## config.mk

```make
export PLATFORM = sky130hd
export DESIGN_NAME = vout_timing_reader
export DESIGN_NICKNAME = d
export VERILOG_FILES = /design/src/rtl/vout_timing_pkg.sv /design/src/rtl/vout_sync_counter.sv /design/src/rtl/vout_timing_reader.sv
export SDC_FILE = /design/constraint.sdc
export NUM_CORES = 1
export LEC_CHECK = 0
export CAP_MARGIN = 20
export CELL_PAD_IN_SITES_DETAIL_PLACEMENT = 2
export CELL_PAD_IN_SITES_GLOBAL_PLACEMENT = 2
export CORE_MARGIN = 1.5
export CORE_UTILIZATION = 27
export DETAILED_ROUTE_END_ITERATION = 16
export PLACE_DENSITY = 0.9
export SLEW_MARGIN = 20
export SYNTH_ARGS = -nofsm -noshare
export SYNTH_HDL_FRONTEND = slang
export SYNTH_HIERARCHICAL = 1
export SYNTH_SLANG_ARGS = --single-unit
```

## constraint.sdc

```tcl
create_clock -name vout_clk -period 2.9 [get_ports vout_clk]
set_clock_uncertainty 0.2 [all_clocks]
set_input_delay 0.58 -clock vout_clk [delete_from_list [all_inputs] [get_ports vout_clk]]
set_output_delay 0.58 -clock vout_clk [all_outputs]
set_load 0.01 [all_outputs]
```

## src/rtl/vout_timing_pkg.sv

```systemverilog
// Shared timing constants and types for the video-output reader.
package vout_timing_pkg;

  // Width of the raster counters and of the width/height outputs.
  localparam int CNT_W = 12;

  // RGB565 pixel: r[15:11], g[10:5], b[4:0].
  typedef logic [15:0] pixel_t;

  // 1280x720 timing.
  localparam int P720_H_ACTIVE  = 1280;
  localparam int P720_H_FP      = 110;
  localparam int P720_H_SYNC    = 40;
  localparam int P720_H_BP      = 220;
  localparam int P720_V_ACTIVE  = 720;
  localparam int P720_V_FP      = 5;
  localparam int P720_V_SYNC    = 5;
  localparam int P720_V_BP      = 20;

  // 1920x1080 timing.
  localparam int P1080_H_ACTIVE = 1920;
  localparam int P1080_H_FP     = 88;
  localparam int P1080_H_SYNC   = 44;
  localparam int P1080_H_BP     = 148;
  localparam int P1080_V_ACTIVE = 1080;
  localparam int P1080_V_FP     = 4;
  localparam int P1080_V_SYNC   = 5;
  localparam int P1080_V_BP     = 36;

  // 720x480 timing.
  localparam int P480_H_ACTIVE  = 720;
  localparam int P480_H_FP      = 16;
  localparam int P480_H_SYNC    = 62;
  localparam int P480_H_BP      = 60;
  localparam int P480_V_ACTIVE  = 480;
  localparam int P480_V_FP      = 9;
  localparam int P480_V_SYNC    = 6;
  localparam int P480_V_BP      = 30;

  // Line/frame totals and active windows for the default 720p mode.
  localparam int P720_H_TOTAL     = P720_H_SYNC + P720_H_BP + P720_H_ACTIVE + P720_H_FP;
  localparam int P720_V_TOTAL     = P720_V_SYNC + P720_V_BP + P720_V_ACTIVE + P720_V_FP;
  localparam int P720_H_ACT_START = P720_H_SYNC + P720_H_BP;
  localparam int P720_H_ACT_END   = P720_H_ACT_START + P720_H_ACTIVE;
  localparam int P720_V_ACT_START = P720_V_SYNC + P720_V_BP;
  localparam int P720_V_ACT_END   = P720_V_ACT_START + P720_V_ACTIVE;

  // True when cnt lies in [start, start+len).
  function automatic logic in_window(input logic [CNT_W-1:0] cnt,
                                     input int start, input int len);
    return (cnt >= CNT_W'(start)) && (cnt < CNT_W'(start + len));
  endfunction

endpackage

```

## src/rtl/vout_sync_counter.sv

```systemverilog
// Raster position counters and the raw sync / active-window decode.
module vout_sync_counter
  import vout_timing_pkg::*;
#(
  parameter int H_ACTIVE = P720_H_ACTIVE,
  parameter int H_FP     = P720_H_FP,
  parameter int H_SYNC   = P720_H_SYNC,
  parameter int H_BP     = P720_H_BP,
  parameter int V_ACTIVE = P720_V_ACTIVE,
  parameter int V_FP     = P720_V_FP,
  parameter int V_SYNC   = P720_V_SYNC,
  parameter int V_BP     = P720_V_BP
) (
  input  logic vout_clk,
  input  logic rst,
  output logic frame_start,
  output logic hs_raw,
  output logic vs_raw,
  output logic h_act,
  output logic v_act
);

  localparam int H_TOTAL = H_SYNC + H_BP + H_ACTIVE + H_FP;
  localparam int V_TOTAL = V_SYNC + V_BP + V_ACTIVE + V_FP;
  localparam logic [CNT_W-1:0] H_LAST = CNT_W'(H_TOTAL - 1);
  localparam logic [CNT_W-1:0] V_LAST = CNT_W'(V_TOTAL - 1);

  logic [CNT_W-1:0] h_cnt;
  logic [CNT_W-1:0] v_cnt;

  // Pixel counter wraps each line; line counter advances on that wrap.
  always_ff @(posedge vout_clk) begin
    // NOTE: state registers use non-blocking assignments so every flop
    // samples the pre-edge value of its neighbours.
    if (rst) begin
      h_cnt <= '0;
      v_cnt <= '0;
    end else if (h_cnt == H_LAST) begin
      h_cnt <= '0;
      v_cnt <= (v_cnt == V_LAST) ? '0 : v_cnt + 1'b1;
    end else begin
      h_cnt <= h_cnt + 1'b1;
    end
  end

  // Decode sync pulses and active windows straight from the counters.
  always_comb begin
    // NOTE: every output gets a value on every path, so no latch is inferred.
    frame_start = (h_cnt == '0) && (v_cnt == '0);
    hs_raw      = h_cnt < CNT_W'(H_SYNC);
    vs_raw      = v_cnt < CNT_W'(V_SYNC);
    h_act       = in_window(h_cnt, H_SYNC + H_BP, H_ACTIVE);
    v_act       = in_window(v_cnt, V_SYNC + V_BP, V_ACTIVE);
  end

endmodule

```

## src/rtl/vout_timing_reader.sv

```systemverilog
// Video-output timing generator and pixel fetch from the frame buffer FIFO.
module vout_timing_reader
  import vout_timing_pkg::*;
#(
  parameter int H_ACTIVE = P720_H_ACTIVE,
  parameter int H_FP     = P720_H_FP,
  parameter int H_SYNC   = P720_H_SYNC,
  parameter int H_BP     = P720_H_BP,
  parameter int V_ACTIVE = P720_V_ACTIVE,
  parameter int V_FP     = P720_V_FP,
  parameter int V_SYNC   = P720_V_SYNC,
  parameter int V_BP     = P720_V_BP,
  parameter bit HS_POL   = 1'b1,
  parameter bit VS_POL   = 1'b1
) (
  input  logic        vout_clk,
  input  logic        rst,
  input  logic        output_en,
  output logic        vout_vs,
  output logic        vout_rd_req,
  input  logic [15:0] vout_data,
  input  logic        fifo_rdempty,
  output logic [11:0] vout_width,
  output logic [11:0] vout_height,
  output logic        video_hs,
  output logic        video_vs,
  output logic        video_de,
  output logic [15:0] video_data,
  output logic        underflow,
  output logic [15:0] underflow_cnt
);

  localparam logic HS_IDLE = ~HS_POL;
  localparam logic VS_IDLE = ~VS_POL;

  logic   frame_start, hs_raw, vs_raw, h_act, v_act;
  logic   frame_en, want;
  logic   act_q1, hs_q1, starve_q1;
  logic   data_sel;
  pixel_t out_pix;

  assign vout_width  = 12'(H_ACTIVE);
  assign vout_height = 12'(V_ACTIVE);

  vout_sync_counter #(
    .H_ACTIVE (H_ACTIVE), .H_FP (H_FP), .H_SYNC (H_SYNC), .H_BP (H_BP),
    .V_ACTIVE (V_ACTIVE), .V_FP (V_FP), .V_SYNC (V_SYNC), .V_BP (V_BP)
  ) u_sync (
    .vout_clk    (vout_clk),
    .rst         (rst),
    .frame_start (frame_start),
    .hs_raw      (hs_raw),
    .vs_raw      (vs_raw),
    .h_act       (h_act),
    .v_act       (v_act)
  );

  // Enable is latched once per frame so a frame is never half-fetched.
  always_ff @(posedge vout_clk) begin
    if (rst)              frame_en <= 1'b0;
    else if (frame_start) frame_en <= output_en;
  end

  assign want = h_act & v_act & frame_en;

  // Stage 1: read request, frame-buffer vsync and delayed decode.
  always_ff @(posedge vout_clk) begin
    if (rst) begin
      vout_rd_req <= 1'b0;
      vout_vs     <= 1'b0;
      act_q1      <= 1'b0;
      hs_q1       <= 1'b0;
      starve_q1   <= 1'b0;
    end else begin
      vout_rd_req <= want & ~fifo_rdempty;
      vout_vs     <= vs_raw;
      act_q1      <= h_act & v_act;
      hs_q1       <= hs_raw;
      starve_q1   <= want & fifo_rdempty;
    end
  end

  // Stage 2: video port timing, aligned with the FIFO's returned pixel.
  always_ff @(posedge vout_clk) begin
    if (rst) begin
      video_de <= 1'b0;
      video_hs <= HS_IDLE;
      video_vs <= VS_IDLE;
      data_sel <= 1'b0;
    end else begin
      video_de <= act_q1;
      video_hs <= hs_q1 ^ HS_IDLE;
      video_vs <= vout_vs ^ VS_IDLE;
      data_sel <= vout_rd_req;
    end
  end

  // FIFO q is valid exactly in the stage-2 cycle; black when nothing was read.
  always_comb begin
    out_pix = '0;
    if (data_sel) out_pix = vout_data;
  end

  assign video_data = out_pix;

  // Starve tracking, cleared on the edge where vout_vs rises.
  always_ff @(posedge vout_clk) begin
    if (rst) begin
      underflow     <= 1'b0;
      underflow_cnt <= '0;
    end else if (vs_raw && !vout_vs) begin
      underflow     <= 1'b0;
      underflow_cnt <= '0;
    end else if (starve_q1) begin
      underflow <= 1'b1;
      if (underflow_cnt != 16'hFFFF) underflow_cnt <= underflow_cnt + 16'd1;
    end
  end

endmodule
```

==> impl_metrics.json <==
{
  "grt_max_degree": 17,
  "grtUsageTotal": 0.151,
  "nets": 407,
  "grt.overflow.total": 0,
  "syn_area_mm2": 0.00279,
  "r2r_cells": 4,
  "clockBufferDepth": 2,
  "tns_ns": 0,
  "synthTopCellsByCount": "dfxtp_1 (51), nor2_1 (28), buf_4 (25)",
  "regMostFlops": "underflow_cnt",
  "post_synth.cell_area_avg_um2": 8.57,
  "worstPathRequired_ns": 2.94,
  "power_uw": 1220,
  "portBuffers": 57,
  "rsz0062_at_grt": "no",
  "max-vdd-ir-drop_v": 0.000204,
  "cp_max_fo": 7,
  "hold_path_depth": 2,
  "synth_edf_count": 0,
  "drive_above_1_share": 0.0420,
  "grt_pass1_wl_um": 13700,
  "yosysMostFrequentCell": "dfxtp_1",
  "antenna_found_initial": 0,
  "synth-main-ff-cell": "dfxtp_1",
  "status": "finished clean",
  "path_class": "reg -> reg",
  "finalHoldViolations": 0,
  "first_global_vias": 2686,
  "wire_per_inst_um": 15.7,
  "synth.top_cells.by_area": "dfxtp_1 (37%), buf_4 (6.7%), and2_1 (4.0%)",
  "reg_top3": "underflow_cnt (16), u_sync/h_cnt (12), u_sync/v_cnt (12)",
  "final_max_slew_viol_count": 0,
  "yosysTopAreaCell": "dfxtp_1",
  "p_leak_uw": 0.00124,
  "routed_via_density": 5.00,
  "vias": 2568,
  "yosysWarnings": 6,
  "crit_arrival_ns": 2.56,
  "cts_root_buffer": "clkbuf_8",
  "ys_types": 55,
  "finalWirelength_um": 8050,
  "clock_latency_ns": 0.31,
  "worstMarginPinSlew_ns": 0.876,
  "fill_cells": 1148,
  "synth_top_area_frac": 0.366,
  "largest_reg_flops": 16,
  "fp.dieH_um": 105,
  "place_congestion": 0.769,
  "area_growth_pct": 23.0,
  "period_share": 0.868,
  "cts_setup_buffers": 0,
  "cts_tree": "done",
  "num_antenna_cells": 0,
  "cts_made_buffers": 5,
  "min_period_ns": 2.52,
  "pin_count": 82,
  "dpl.cell_count": 506,
  "dp_hpwl_um": 6280,
  "worst_setup_path_end_kind": "register",
  "max_freq_mhz": 397,
  "instances_no_fill": 514,
  "postCtsHoldBufs": 0,
  "hold_class": "reg -> reg",
  "startpoint_type": "register",
  "drc_errors": 0,
  "async_flop_share": 0,
  "initialDrtViolationCount": 67,
  "setup-violations-final": 0,
  "ant_nets": 0,
  "core_mm2": 0.00991,
  "maxCapViolCount": 0,
  "dieArea_mm2": 0.0110,
  "holdWs_ns": 0.252,
  "dr.pass1.iters": 4,
  "die_w_um": 105,
  "ys_ff_latch": 51,
  "cts_resized": 0,
  "syn_inst": 326,
  "cts.clk_slew.worst_paths_ns": 0.10,
  "placementRows": 36,
  "cts-htree-levels": 2,
  "cts.sinks": 51,
  "power_density_mw_per_mm2": 355,
  "slew_headroom": 0.411,
  "start_util": 0.282,
  "yosysSeqAreaShare": 0.366
}
-- logic make-up (layout without fill, tap and decap cells) --
kind of cell | after synthesis | count (layout) | share of synthesized area
simple gates | 141 | 141 | 0.289
compound gates | 65 | 65 | 0.151
flops | 51 | 51 | 0.366
buf+inv | 47 | 80 | 0.118
xor+xnor | 11 | 11 | 0.0345
fa+ha+maj | 7 | 7 | 0.0314
other cells | 2 | 24 | 0.00269
mux | 2 | 2 | 0.00762
-- path summary, 6_finish.rpt --
| check | from | end | slack, ns |
|---|---|---|---|
| worst max-delay path | u_sync/h_cnt[4] | u_sync/v_cnt[10] | 0.38 |
| worst min-delay path | frame_en | vout_rd_req | 0.25 |
| worst max register to register | u_sync/h_cnt[4] | u_sync/v_cnt[10] | 0.38 |
| worst min register to register | frame_en | vout_rd_req | 0.25 |
-- stage by stage --
stage | util | area [um^2] | setup WS, ns
2_1_floorplan | - | 2880 | 0.645
3_3_place_gp | 0.338 | 3350 | 0.435
3_5_place_dp | 0.338 | 3350 | 0.374
4_1_cts | 0.347 | 3430 | 0.372
5_1_grt | 0.347 | 3430 | 0.128
6_report | 0.347 | 3430 | 0.383
-- cell usage in the layout, fill, tap and decap left out, types with 2 or more instances in the layout --
cell type | netlist | layout
clkdlybuf4s50_1 | 0 | 57
a21oi_1 | 16 | 16
conb_1 | 2 | 24
inv_1 | 12 | 12
nor2_1 | 28 | 28
a211oi_1 | 3 | 3
o21a_1 | 2 | 2
or3_1 | 8 | 8
o21ai_0 | 16 | 16
nand4b_1 | 2 | 2
or4_1 | 5 | 5
a21o_1 | 2 | 2
a22o_1 | 5 | 5
and2_1 | 18 | 18
and4_1 | 4 | 4
clkbuf_8 | 0 | 5
xor2_1 | 7 | 7
xnor2_1 | 4 | 4
nand3_1 | 13 | 13
o31ai_1 | 4 | 4
dfxtp_1 | 51 | 51
and3_1 | 6 | 6
a31oi_1 | 6 | 6
nor2b_1 | 8 | 8
nor3_1 | 8 | 8
o41ai_1 | 2 | 2
nand2_1 | 15 | 15
buf_4 | 25 | 3
nand4_1 | 10 | 10
ha_1 | 7 | 7
nor4_1 | 6 | 6
-- final cells by class --
type / instances / area [um^2] / share of cell area
clock buffers: 6 / 72.6 / 0.0211
well taps: 133 / 166 / 0.0485
repair buffers: 60 / 593 / 0.173
inverters: 12 / 45.0 / 0.0131
clock inverters: 2 / 12.5 / 0.00364
flip-flops and latches: 51 / 1020 / 0.297
multi-input cells: 250 / 1520 / 0.444
-- critical path, stage by stage (launching register included) --
cell	delay, ns
dfxtp_1	0.44
or3b_1	0.41
or4_1	0.71
or4_1	0.52
a21oi_1	0.17
-- where the power goes --
| group | internal (uW) | total (uW) | switching, uW |
|---|---|---|---|
| registers | 708 | 715 | 6.96 |
| clock network | 170 | 417 | 248 |
| logic | 41.4 | 88.9 | 47.6 |
-- metal layers --
layer	global-route usage	routed length [um]
met1	0.181	3460
met2	0.281	4220
met3	0.0268	332
met4	0.0264	45
met5	0	0
Power figures use the tool's default switching activity.
